--- src/rtl/pslip_grant_arbiter.sv ---
// pSLIP output-side grant arbiter: latches the filtered request vector, issues a round-robin one-hot grant,
// then waits for accept. Latency 2 cycles from req_valid to gnt_valid; no queueing, req_valid is dropped while busy.
module pslip_grant_arbiter #(
  parameter int N       = 16,
  parameter int TIMEOUT = 8
) (
  input  logic                 clk,
  input  logic                 reset,
  input  logic [N-1:0]         req,
  input  logic                 req_valid,
  output logic [N-1:0]         gnt,
  output logic [$clog2(N)-1:0] gnt_idx,
  output logic                 gnt_valid,
  input  logic                 accept_valid,
  input  logic                 accept,
  input  logic                 first_iter,
  output logic                 busy,
  output logic                 timeout
);

  localparam int IW = $clog2(N);
  localparam int CW = $clog2(TIMEOUT + 1);

  typedef enum logic [1:0] {IDLE, ARB, WAIT_ACC} state_t;

  state_t         state, state_nxt;
  logic [N-1:0]   req_q;
  logic [IW-1:0]  ptr;
  logic [CW-1:0]  cnt;
  logic [N-1:0]   arb_gnt;
  logic [IW-1:0]  arb_idx;
  logic           arb_found;
  logic           cnt_done;

  assign cnt_done = (cnt == CW'(TIMEOUT - 1));

  // Scan ptr, ptr+1, ..., N-1, 0, ..., ptr-1; wrap by explicit compare so non-power-of-2 N works.
  always_comb begin
    int j;
    j         = 0;
    arb_gnt   = '0;
    arb_idx   = '0;
    arb_found = 1'b0;
    for (int i = 0; i < N; i++) begin
      j = int'(ptr) + i;
      if (j >= N) j = j - N;
      if (!arb_found && req_q[j]) begin
        arb_found  = 1'b1;
        arb_gnt[j] = 1'b1;
        arb_idx    = IW'(j);
      end
    end
  end

  always_ff @(posedge clk) begin
    if (!reset) state <= IDLE;
    else        state <= state_nxt;
  end

  always_comb begin
    state_nxt = state;
    case (state)
      IDLE:     if (req_valid) state_nxt = ARB;
      ARB:      state_nxt = arb_found ? WAIT_ACC : IDLE;
      WAIT_ACC: if (accept_valid || cnt_done) state_nxt = IDLE;
      default:  state_nxt = IDLE;
    endcase
  end

  always_comb begin
    busy = (state != IDLE);
  end

  // Pointer advances only on a first-iteration accept, which keeps outputs from synchronising.
  always_ff @(posedge clk) begin
    if (!reset) begin
      req_q     <= '0;
      ptr       <= '0;
      cnt       <= '0;
      gnt       <= '0;
      gnt_idx   <= '0;
      gnt_valid <= 1'b0;
      timeout   <= 1'b0;
    end else begin
      gnt_valid <= 1'b0;
      timeout   <= 1'b0;
      case (state)
        IDLE: begin
          if (req_valid) req_q <= req;
        end
        ARB: begin
          gnt       <= arb_gnt;
          gnt_idx   <= arb_idx;
          gnt_valid <= 1'b1;
          cnt       <= '0;
        end
        WAIT_ACC: begin
          if (accept_valid) begin
            if (accept && first_iter)
              ptr <= (gnt_idx == IW'(N - 1)) ? '0 : gnt_idx + 1'b1;
            cnt <= '0;
          end else if (cnt_done) begin
            timeout <= 1'b1;
            cnt     <= '0;
          end else begin
            cnt <= cnt + 1'b1;
          end
        end
        default: ;
      endcase
    end
  end

endmodule

--- config.mk ---
export PLATFORM = sky130hd
export DESIGN_NAME = pslip_grant_arbiter
export DESIGN_NICKNAME = d
export VERILOG_FILES = /design/src/rtl/pslip_grant_arbiter.sv
export SDC_FILE = /design/constraint.sdc
export NUM_CORES = 1
export LEC_CHECK = 0
export BUFFER_PORTS_ARGS = -buffer_cell sky130_fd_sc_hd__buf_2
export CORE_ASPECT_RATIO = 0.5
export CORE_UTILIZATION = 30
export DETAILED_ROUTE_END_ITERATION = 10
export PLACE_DENSITY_LB_ADDON = 0.08
export SYNTH_ARGS = -nofsm -noshare
export SYNTH_HDL_FRONTEND = slang
export SYNTH_SLANG_ARGS = --single-unit
--- constraint.sdc ---
create_clock -name clk -period 8 [get_ports clk]
set_input_delay 0.4 -clock clk [delete_from_list [all_inputs] [get_ports clk]]
set_output_delay 0.4 -clock clk [all_outputs]
set_load 0.05 [all_outputs]
After elaboration in Yosys (flattened, before gate mapping) --
Cells that the tools add are included.
Word-level totals: flip-flop bits (word level) 48, input port bits 22, word-level logic and storage cells 321
Operators by class: add/subtract/negate cells 33, reduce and logical (&&, ||, !) cells 55, $lt $le $gt $ge 48, equal/unequal tests 6, bitwise gates (word level) 17, muxes and demuxes 154
Operators by type and width (count):
- >= comparator 32 x 1 -> 1 bit, second input constant | 16
- < comparator 32 x 6 -> 1 bit, second input constant | 16
- 2-to-1 mux 32 bit | 16
- 2-to-1 mux 16 bit | 16
- bitwise OR 16 bit | 15
- subtractor 5 x 5 -> 6 bit, second input constant | 15
- 2-to-1 mux 4 bit | 19
- >= comparator 5 bit, second input constant | 15
- 2-to-1 mux 1 bit | 66
- binary-select mux 1 bit (select 4 bit) | 16
- demux 1 bit (select 4 bit) | 16
- adder 4 x 4 -> 5 bit, second input constant | 8
- logical AND 1 bit | 32
- adder 4 x 3 -> 5 bit, second input constant | 4
- logical NOT 1 bit | 15
- adder 4 x 2 -> 5 bit, second input constant | 2
- adder 4 x 1 -> 4 bit, second input constant | 2
- case mux 4 bit (2 select lines) | 1
- 2-to-1 mux 2 bit | 3
- case mux 2 bit (3 select lines) | 1
- subtractor 4 x 5 -> 6 bit, second input constant | 1
- adder 4 x 1 -> 5 bit, second input constant | 1
- >= comparator 4 x 5 -> 1 bit, second input constant | 1
- == test 4 x 3 -> 1 bit, second input constant | 1
- 11 further kinds | 15

Depth between registers and ports, before layout --
depth after elaboration 53, depth in mapped cells 18

Worst setup path after synthesis --
Ideal clock, no wire load.
kind register -> register, start point reg ptr[1], end point reg gnt[0], arrival 5.119 ns, path slack 2.807 ns, stages on the path, launching flop included 16, buffers on the path 4, cells stage by stage dfxtp_1 buf_2 buf_2 clkbuf_1 inv_1 ha_1 clkbuf_1 xor2_1 mux4_2 mux2i_1 nand4b_1 or4_4 or4_4 a32oi_2 a22oi_1 a31oi_1
Between the ends: longest elaborated chain between the ends 51, elaborated cells on any way between the ends 267, classes of those cells 31 x add/sub; 48 x order compare; 127 x mux; 15 x bitwise; 46 x reduce/logical
RTL lines:
- start: declaration | line 28 | logic [IW-1:0] ptr;
- start signal: assignment | line 100 | ptr <= (gnt_idx == IW'(N - 1)) ? '0 : gnt_idx + 1'b1;
- parallel branches: the longest is 50 deep, another holds >= comparator 32 x 1 -> 1 bit
- 2-to-1 mux 16 bit * | line 47 | if (!arb_found && req_q[j]) begin
- end signal: assignment | line 92 | gnt <= arb_gnt;
- end: declaration | line 11 | output logic [N-1:0] gnt,
Every way passes the cells marked *. The select of a mux whose other input is x is not followed. A chain may end at the register's enable or synchronous reset.

Worst setup path in the final report --
start point reg ptr[0], end point reg gnt[12]
The elaborated chain is that of the path after synthesis.

==> summary by stage <==
Placement
The placed wire-length estimate is 19350 um. Once placement completed, the tool counted placed cells totaling 1034. Routability-driven placement finished with a final weighted congestion of 0.9601. The number of buffers added on ports is 44.

Global routing
The maximum number of pins on one net before global-route repair is 50. The remaining global-route overflow is 0. The via count of the first global-routing pass is 6172. The first global-routing pass estimated 40050 um of wire. Across every metal layer, demand over resource in global routing totals 0.2585. The number of antenna violations at the first check in global routing is 0.

STA
The worst slack on hold paths is 0.3396 ns. Derived from the worst setup path, the maximum achievable clock frequency is 154.0 MHz. The number of failing hold endpoints at the final stage is 0. On the final layout, the worst clock skew is 0.006056 ns. At the pin with the least slew margin, the transition time is 1.434 ns.

The number of max-slew violations in the final report is 0. The period utilization is 0.8119. Setup violations remaining at the end of the flow were counted as 0. Setup repair after global routing left no endpoint under its margin. The setup total negative slack is 0 ns. In this run the tightest slew margin relative to its limit is 0.03054. The routed design could run at a clock period as short as 6.495 ns.

Critical path
The origin of the critical flop-to-flop path is ptr[0]. For the worst flop-to-flop path, the logic depth is 12. The endpoint of the lowest-slack register-to-register path is gnt[12].

The setup check on the worst reg-to-reg path leaves a slack of 1.50 ns. In this run the worst path has a maximum fanout of 34. The critical path data required time is 8.24 ns.

The element type at the critical path start is a flip-flop. The critical path starts at ptr[0]. The endpoint kind of the worst setup timing path is a flip-flop. At the worst endpoint, the arrival time is 6.73 ns.

The critical path ends at gnt[12]. The critical path class is reg2reg.

Layout
Of the cells placed in the final design, the portion with a size suffix greater than 1 is 0.1665. The area growth from synthesis to layout is 9.772%. Leaving out fill and tap cells, the most frequent cell in the layout is nand2_1. For this run, the share of the core covered by cells in the final layout is 0.3379.

The library cells used most frequently in the layout, excluding fill and tap cells, are 103 x nand2_1, 64 x nand3_1, 48 x dfxtp_1. Once layout is complete, the cells apart from fillers number 1041. The number of antenna diodes in the final layout is 0.

The layout net count is 822.

Pwr
The worst-case IR drop observed on VDD is 0.06595 mV. The sum of internal, switching and leakage power is 0.0009031 W. The leakage power is 2.322 nW. Dividing total power by cell area gives a power density of 136.4 nW/um2.

Synthesis
The number of synthesized flops with an enable pin is 0. The flip-flop and latch count after synthesis is 48. The number of instances in the synthesized netlist is 767.

The synthesis warning total is 0. Counting flops with an async set or reset pin after synthesis yields a share of 0. For this run, the register share of the synthesized area comes to 0.1593. The most instantiated flip-flop cell in the synthesis netlist is dfxtp_1. The number of nets produced by synthesis is 814.

The number of unique standard cell types used by synthesis is 71. The cell area after technology mapping is 6031 um2. The average size of a mapped cell is 7.863 um2.

Drt
The final routed wire length divided by cell count is 25.58 um. After the first detailed-routing iteration, the DRC count stood at 728. The number of nets with antenna violations after detailed routing is 0. The overall routed net length is 26630 um. The count of TritonRoute iterations in the first routing pass is 6. The detail-routed via count per cell is 6.384.

The via total after detailed routing is 6646. After detailed routing, the number of remaining DRC violations is 0.

Floorplan
Pin placement for this block handled 45 I/O pins. The number of placement rows is 36. Measured along the x axis, the die boundary spans 202.5 um. For this configuration, the core starts out at a cell density of 0.3078. The chip height is 102.3 um. The area of the core is 19590 um2. The die covers 20710 um2.

Clock tree
The number of setup buffers added after CTS is 0. The number of H-tree levels is 2. The number of gates resized after cts is 0.

The number of buffers created by CTS is 5. The hold buffer count at CTS is 0. TritonCTS built the clock tree. The buffer cell driving the clock tree root is clkbuf_16. The clock passes through at most 2 buffers.

The clock input transition at the sequential cells of the worst setup and hold paths is 0.07 ns. The number of sinks driven by the clock tree is 48. For the worst-skew pair, the clock arrives at the later sink with an insertion delay of 0.31 ns.

Worst hold path
In this run the worst hold path is classified as in2reg.

Run
Max-cap violations in this run came to 0.

Outcome
The run finished with clean final reports.
[where the power goes]
part | internal [W] | switching, W
logic | 0.000130 | 0.000263
registers | 0.000260 | 0.0000283
clock network | 0.000123 | 0.0000987
[synth_stat cells (7+ instances only)]
cell / instances / area [um2]
nand3_1: 64 / 320.3
o211ai_1: 11 / 82.58
nor2_1: 26 / 97.59
o21ai_0: 41 / 205.2
a31oi_1: 25 / 156.4
xnor2_1: 10 / 87.58
dfxtp_1: 48 / 960.9
a21boi_0: 20 / 150.1
mux2i_1: 34 / 340.3
a21oi_1: 32 / 160.2
nand2_1: 103 / 386.6
mux4_2: 33 / 743.2
inv_1: 23 / 86.33
and2_1: 8 / 50.05
a22oi_1: 14 / 105.1
a211oi_1: 8 / 60.06
clkbuf_1: 45 / 168.9
buf_2: 7 / 35.03
a221oi_1: 9 / 78.83
mux2_2: 15 / 168.9
ha_1: 25 / 312.8
nor4_1: 14 / 87.58
nor3_1: 18 / 90.09
o221ai_1: 7 / 61.31
nand4_1: 13 / 81.33
[worst max-delay path: stages, from the launching register on]
cell	delay [ns]
dfxtp_1	0.31
buf_4	0.42
inv_2	0.27
ha_1	1.13
mux4_2	0.69
nor4b_1	0.27
nor4_4	0.70
nand3b_4	0.42
nor4b_1	1.29
a211oi_1	0.20
a31oi_1	0.40
a22oi_1	0.13
a21oi_1	0.18
[worst min-delay path by stage]
stage / startpoint / endpoint / cells after the start
after floorplan: cnt[1] / cnt[1] / 2
after global placement: cnt[1] / cnt[1] / 2
after detailed placement: cnt[1] / cnt[1] / 2
after CTS: req[3] / req_q[3] / 3
after global routing: req[13] / req_q[13] / 3
final: req[3] / req_q[3] / 3
[layout make-up]
| type | count | area (um2) |
|---|---|---|
| tap | 266 | 332.8 |
| clock buffer | 6 | 138.9 |
| clock inverter | 1 | 8.758 |
| fill | 2131 | 12970 |
| sequential | 48 | 960.9 |
| multi-input combinational | 634 | 4737 |
| timing repair buffer | 61 | 347.8 |
| inverter | 25 | 93.84 |
[per-stage QoR]
step	cell area (um2)	setup slack [ns]
floorplan	6031	2.807
global placement	6472	1.758
detailed placement	6472	1.675
CTS	6620	1.658
global route	6620	1.167
finish	6620	1.505
[sequential cells by signal (all words and copies together) (netlist names)]
| name | flops |
|---|---|
| cnt | 4 |
| gnt | 16 |
| gnt_idx | 4 |
| gnt_valid | 1 |
| ptr | 4 |
| req_q | 16 |
| state | 2 |
| timeout | 1 |
[kinds of logic (layout without fill, tap and decap cells)]
logic type               count (synthesis)  count (layout)  synth area share
flip-flops                              48              48            0.1593
adder cells (fa/ha/maj)                 25              25           0.05187
XOR/XNOR                                14              14           0.02033
buffers and inverters                   85              93           0.05684
AO/OA/AOI/OAI                          221             221            0.2535
AND/OR/NAND/NOR                        286             286            0.2392
multiplexers                            88              88            0.2189
[metal layers]
| metal | vias up | routed length (um) | global-route usage |
|---|---|---|---|
| met5 | - | 0 | 0 |
| met3 | 51 | 2038 | 0.03795 |
| met4 | 0 | 568 | 0.06767 |
| met2 | 342 | 11370 | 0.4002 |
| li1 | 2973 | - | - |
| met1 | 3280 | 12650 | 0.3744 |
Note: power is estimated with default switching activity, not from simulation.
